--- src/rtl/dual_fetch_ctrl.sv ---
// Fetch sequencer for the dual-issue core: owns the fetch PC, captures two-word
// memory reads into a small FIFO and presents the two oldest entries to decode.
module dual_fetch_ctrl #(
    parameter int          DEPTH    = 4,
    parameter logic [31:0] RESET_PC = 32'h0,
    parameter int          IM_WORDS = 128
) (
    input  logic                         clk,
    input  logic                         reset,
    input  logic                         fetch_en,
    output logic [31:0]                  im_addr,
    input  logic [31:0]                  im_data,
    input  logic [31:0]                  im_data1,
    input  logic                         redirect_valid,
    input  logic [31:0]                  redirect_pc,
    input  logic [1:0]                   issue_cnt,
    output logic                         inst0_valid,
    output logic [31:0]                  inst0,
    output logic [31:0]                  pc0,
    output logic                         inst1_valid,
    output logic [31:0]                  inst1,
    output logic [31:0]                  pc1,
    output logic [$clog2(DEPTH+1)-1:0]   q_count
);

    localparam int CW = $clog2(DEPTH + 1);
    localparam int PW = $clog2(DEPTH);
    localparam int IW = $clog2(IM_WORDS);
    localparam logic [IW-1:0] LAST_IDX = IW'(IM_WORDS - 1);
    localparam logic [CW-1:0] DEPTH_M1 = CW'(DEPTH - 1);
    localparam logic [CW-1:0] DEPTH_M2 = CW'(DEPTH - 2);

    logic [31:0]   inst_mem_q [DEPTH];
    logic [31:0]   pc_mem_q   [DEPTH];
    logic [PW-1:0] rd_q, rd_d, wr_q, wr_d, rd1, wr1;
    logic [CW-1:0] count_q, count_d, issue_eff, pops, avail, pushes;
    logic [31:0]   fetch_pc_q, fetch_pc_d;
    logic          boundary, push1, push2, wr_en0, wr_en1;

    always_comb begin
        rd1       = rd_q + 1'b1;
        wr1       = wr_q + 1'b1;
        // The last memory word has no valid successor, so only one word is taken there.
        boundary  = (fetch_pc_q[IW+1:2] == LAST_IDX);
        issue_eff = (issue_cnt == 2'd0) ? CW'(0) : (issue_cnt == 2'd1) ? CW'(1) : CW'(2);
        pops      = (issue_eff > count_q) ? count_q : issue_eff;
        avail     = count_q - pops;
        push1     = fetch_en && boundary && (avail <= DEPTH_M1);
        push2     = fetch_en && !boundary && (avail <= DEPTH_M2);
        pushes    = push2 ? CW'(2) : (push1 ? CW'(1) : CW'(0));
        wr_en0    = !reset && !redirect_valid && (push1 || push2);
        wr_en1    = !reset && !redirect_valid && push2;

        rd_d       = rd_q;
        wr_d       = wr_q;
        count_d    = count_q;
        fetch_pc_d = fetch_pc_q;
        if (redirect_valid) begin
            rd_d       = '0;
            wr_d       = '0;
            count_d    = '0;
            fetch_pc_d = {redirect_pc[31:2], 2'b00};
        end else begin
            rd_d       = rd_q + PW'(pops);
            wr_d       = wr_q + PW'(pushes);
            count_d    = avail + pushes;
            fetch_pc_d = fetch_pc_q + (push2 ? 32'd8 : (push1 ? 32'd4 : 32'd0));
        end
    end

    always_ff @(posedge clk) begin
        if (reset) begin
            rd_q       <= '0;
            wr_q       <= '0;
            count_q    <= '0;
            fetch_pc_q <= RESET_PC;
        end else begin
            rd_q       <= rd_d;
            wr_q       <= wr_d;
            count_q    <= count_d;
            fetch_pc_q <= fetch_pc_d;
        end
    end

    // Queue storage needs no reset: entries are only visible through count_q.
    always_ff @(posedge clk) begin
        if (wr_en0) begin
            inst_mem_q[wr_q] <= im_data;
            pc_mem_q[wr_q]   <= fetch_pc_q;
        end
        if (wr_en1) begin
            inst_mem_q[wr1] <= im_data1;
            pc_mem_q[wr1]   <= fetch_pc_q + 32'd4;
        end
    end

    // Decode handshake: slot N carries an instruction when instN_valid=1, and
    // issue_cnt reports how many valid slots (oldest first) were taken this cycle.
    assign im_addr     = fetch_pc_q;
    assign inst0_valid = (count_q != '0);
    assign inst1_valid = (count_q >= CW'(2));
    assign inst0       = inst_mem_q[rd_q];
    assign pc0         = pc_mem_q[rd_q];
    assign inst1       = inst_mem_q[rd1];
    assign pc1         = pc_mem_q[rd1];
    assign q_count     = count_q;

endmodule

--- config.mk ---
export PLATFORM = sky130hd
export DESIGN_NAME = dual_fetch_ctrl
export DESIGN_NICKNAME = d
export VERILOG_FILES = /design/src/rtl/dual_fetch_ctrl.sv
export SDC_FILE = /design/constraint.sdc
export NUM_CORES = 1
export LEC_CHECK = 0
export CORE_UTILIZATION = 45
export DETAILED_ROUTE_END_ITERATION = 16
export PLACE_DENSITY_LB_ADDON = 0.25
export SETUP_SLACK_MARGIN = 0.4
export SLEW_MARGIN = 5
export SYNTH_ARGS = -nofsm -noshare
export SYNTH_HDL_FRONTEND = slang
export SYNTH_SLANG_ARGS = --single-unit
--- constraint.sdc ---
create_clock -name clk -period 14.5 [get_ports clk]
set_input_delay 2.9 -clock clk [delete_from_list [all_inputs] [get_ports clk]]
set_output_delay 2.9 -clock clk [all_outputs]
set_load 0.02 [all_outputs]
Word-level counts from Yosys, hierarchy flattened
Memory sizes are Yosys's and may differ from the RTL's. A register that Yosys moved wholly into a read port is not among the register bits. Index checks and enable logic that the tools add are counted.

Register bits after elaboration: 39. Bits in latches: 0. RAM bits: 256. ROM bits: 0. Output and inout bits: 165. Logic and storage cells: 49. Memories: 2.

$add $sub $neg: 8. Multiply operators: 0. Div/mod/pow operators: 0. Magnitude comparators: 4. Eq/ne operators: 2. Shift-type cells: 0. Multiplexer cells: 14. Bitwise gates (word level): 0. Reductions and logical operators: 14.

Memories: inst_mem_q (words 4, bits a word 32, read ports 2, clocked after memory_dff 1, wr ports 2, line 33) `logic [31:0] inst_mem_q [DEPTH];`; pc_mem_q (words 4, bits a word 32, read ports 2, clocked after memory_dff 1, wr ports 2, line 34) `logic [31:0] pc_mem_q [DEPTH];`.

Operators by type and width (number): $add A32 B3 Y32 const B (1); $add A32 B4 Y32 (1); $mux W32 (1); $mux W2 (5); $eq A7 B7 Y1 const B (1); $logic_and A1 B1 Y1 (7); $le A3 B2 Y1 const B (2); $mux W3 (2); $mux W1 (5); $add A2 B1 Y2 const B (2); $add A2 B2 Y2 (2); $mux W4 (1); $add A3 B2 Y3 (1); $ge A3 B2 Y1 const B (1); $gt A2 B3 Y1 (1); $logic_not A1 Y1 (3); $reduce_bool A3 Y1 (1); $sub A3 B3 Y3 (1); $eq A2 B1 Y1 const B (1); $logic_not A2 Y1 (1); $reduce_or A2 Y1 (1); $logic_or A1 B1 Y1 (1).

Longest topological paths before layout
Depth in word-level cells: 12. Depth in mapped cells: 18.

Worst setup path after synthesis
Ideal clock, no wire load.

Kind: input -> register. Start point: input port issue_cnt[1]. End point: memory inst_mem_q[3][0], enable pin. Setup time: 0.658 ns. Arrival: 11.326 ns. Data required time: 13.842 ns. Slack: 2.517 ns. Cell stages on the path: 9. Path buffers: 0. Path through: ha_1 > nor2b_1 > o21ai_0 > mux2_2 > fa_1 > xnor2_1 > nand2_1 > a21o_1 > nor4b_1.

RTL lines: start, declared (line 16) `input logic [1:0] issue_cnt,`; end, declared (line 33).

Worst setup path after layout
Start point: input port issue_cnt[1]. End point: register fetch_pc_q[28] (netlist: im_addr[28]).

Cells in the longest elaborated chain, start to end: 12. Elaborated cells between the ends (all ways): 15.

RTL lines: $eq A2 B1 Y1 (line 45) `issue_eff = (issue_cnt == 2'd0) ? CW'(0) : (issue_cnt == 2'd1) ? CW'(1) : CW'(2);`; $mux W2 (line 45); $mux W2 (*) (line 45); $gt A2 B3 Y1 (line 46) `pops = (issue_eff > count_q) ? count_q : issue_eff;`; $mux W3 (*) (line 46); $sub A3 B3 Y3 (*) (line 47) `avail = count_q - pops;`; $le A3 B2 Y1 (line 48) `push1 = fetch_en && boundary && (avail <= DEPTH_M1);`; $logic_and A1 B1 Y1 (line 48); $mux W3 (line 67) `fetch_pc_d = fetch_pc_q + (push2 ? 32'd8 : (push1 ? 32'd4 : 32'd0));`; $mux W4 (*) (line 67); $add A32 B4 Y32 (*) (line 67); $mux W32 (*) (line 58) `if (redirect_valid) begin`; end signal, assigned (line 81) `fetch_pc_q <= fetch_pc_d;`; end, declared (line 37) `logic [31:0] fetch_pc_q, fetch_pc_d;`.

Mark *: on every way between the ends. The rest lies on a longest branch, timed or not. A chain may end at the register's enable or synchronous reset.

==> impl_metrics.yaml <==
run_status:
  status: "finished, final reports clean"
placed_design:
  gp_congestion: 0.837
  placedInstanceArea_um2: 18400
  io_buffers: 258
  hpwl_um: 26800
  placed_cells_incl_taps: 1923
sta:
  maxSlewViolCount: 0
  relSlewSlack_pct: 25.3
  worst_slew_pin_slew_ps: 1120
  hold_viol: 0
  timing.fmax_mhz: 136
  setup_violations: 0
  rsz0062_at_grt: "false"
  finalCriticalPeriod_ps: 7360
  fin_worst_skew_ps: 12.6
  fin_tns_setup_ps: 0
  period_share_pct: 50.8
power_and_ir_drop:
  ir_drop_mv: 0.0842
  leakagePower_nw: 6.77
  power_density_nw_per_um2: 126
cts:
  clockBufferDepth: 3
  clock-sinks: 285
  root_buffer: "clkbuf_16"
  insertion_delay_ps: 550
  cts_hold_buf: 0
  cts_repair_resize_count: 0
  cts.htree.levels: 1
  cts_tree: "built"
  numCtsBuffers: 30
  post-cts-setup-buffers: 0
  path_clk_slew_ps: 60
yosys:
  ys.flop_type: "edfxtp_1"
  ys_seq_elements: 285
  ys_seq_area_share_pct: 52.4
  netlist.area_leader.share_pct: 47.6
  yosys-top-cells-area: "edfxtp_1, mux4_2, nand2_1, dfxtp_1, xnor2_1"
  synthTopCellsByCount: "nand2_1, edfxtp_1, mux4_2"
  synth_edf_count: 248
  synth_top_area_cell: "edfxtp_1"
  synth.cell_area_um2: 15600
  synth_cells: 1336
  post_synth_num_cell_types: 54
  ys_warn_count: 0
  syn_avg_cell_area_um2: 11.7
  synth.most_common_cell: "nand2_1"
  synthArstFlopShare_pct: 0
floorplanning:
  num_rows: 67
  start_util_pct: 46.2
  die_h_um: 188
  die_w_um: 188
  die_area_um2: 35500
  io-pin-count: 267
  core-area_um2: 33900
worst_setup_path:
  path_cells: "clkdlybuf4s50_1 > ha_1 > nor2b_1 > o21ai_0 > mux2_2 > fa_1 > xnor2_1 > nand2_1 > nor2_1 > ha_1 > inv_1 > fa_1 > nand2b_1 > nor3_2 > nor3b_2 > xnor2_1 > a211oi_1"
  worst-path-buf-inv: 2
  cp-start-kind: "primary input"
  required_ps: 14960
  cp_max_fo: 9
  critical_path_arrival_ps: 7830
  critPathKind: "in -> reg"
  end_kind: "flip-flop"
  max_stage_delay_ps: 560
  cp_slowest_cell: "nor3_2"
  critPathTopFamily: "simple AND/OR/NAND/NOR gates"
final_layout:
  final_cells: 1975
  ff_latch_area_um2: 8200
  diodes: 0
  nets: 1621
  drive_above_1_share_pct: 14.5
  multi_input_area_um2: 6870
  final_area_um2: 19400
  final.fill_count: 2747
  area_growth_pct: 24.3
routing:
  dr.pass1.iters: 5
  final_antenna_net_count: 0
  drc_errors: 0
  vias: 11100
  viasPerCell: 5.60
  wl_um: 42500
  drt_iter0_markers: 740
  wl_per_cell_um: 21.5
global_routing:
  overflow: 0
  grt_pass1_wl_um: 65300
  grt_max_degree: 57
  grt-busiest-layer: "met2"
  antenna_found_initial: 0
  use_met3_pct: 2.83
  grt_use_met1_pct: 31.1
  grt_usage_pct: 24.0
  gr-usage-met2_pct: 41.6
  grt_pass1_vias: 11400
run:
  cap_violations: 0
hold_path:
  hold_class: "reg -> reg"
-- sequential cells by signal, indices dropped and copies added, names as in the netlist --
signal / cells
pc_mem_q: 120
wr_q: 2
q_count: 3
inst_mem_q: 128
im_addr: 30
rd_q: 2
-- where the power goes --
group / internal (W) / switching [W] / total [W]
clock: 0.000477 / 0.000321 / 0.000798
combinational: 0.000311 / 0.000335 / 0.000645
sequential: 0.000955 / 0.0000528 / 0.00101
total: 0.00174 / 0.000709 / 0.00245
-- per-stage QoR --
stage	hold slack [ps]	total power (W)	utilization (%)	setup slack [ps]
6_report	594	0.00245	57.4	7140
5_1_grt	605	0.00254	57.4	6830
4_1_cts	583	0.00247	57.4	7160
3_5_place_dp	573	0.00167	54.3	6590
3_3_place_gp	577	0.00167	54.3	6720
2_1_floorplan	550	0.00140	-	2520
-- layer usage --
metal  share of wire, %  up-vias
met1                 40     5495
met2                 50      442
li1                   -     5038
met4                3.2        0
met5                  0        -
met3                6.5       87
-- path summary, 6_finish.rpt --
kind / startpoint / depth (start not counted) / to / slack (ps)
max: issue_cnt[1] / 17 / im_addr[28] / 7140
min: im_addr[22] / 0 / pc_mem_q[1][22] / 590
max reg2reg: q_count[1] / 17 / im_addr[28] / 9480
min reg2reg: im_addr[22] / 0 / pc_mem_q[1][22] / 590
-- layout by cell type, fill, tap and decap left out, types with 7 or more instances in the layout --
cell / count
a211oi_1: 16
edfxtp_1: 248
dfxtp_1: 35
mux4_2: 124
buf_4: 19
ha_1: 9
xnor2_1: 65
clkbuf_16: 31
a21oi_1: 10
nand3_1: 16
nand2_1: 457
nor2_1: 59
xor2_1: 34
clkdlybuf4s50_1: 258
inv_1: 12
nor3_1: 7
nand4_1: 13
-- cell type report --
| class | count | area share, % |
|---|---|---|
| sequential | 285 | 42.2 |
| multi-input combinational | 900 | 35.4 |
| timing repair buffer | 277 | 14.0 |
| clock buffer | 33 | 4.03 |
| tap | 448 | 2.89 |
| clock inverter | 19 | 1.24 |
| inverter | 13 | 0.251 |
-- cell families (layout without fill, tap and decap cells) --
group	count (synthesis)	count (layout)	share of synthesized area [%]
adders and majority gates	12	12	1.10
DFF	285	285	52.4
and+or+nand+nor	611	611	16.7
muxes	128	128	18.1
buffers and inverters	156	342	4.26
AOI/OAI and AO/OA	44	44	1.84
other	1	6	0.0240
xor gates and xnor gates	99	99	5.55
No activity file was read; power rests on OpenSTA's default activity.
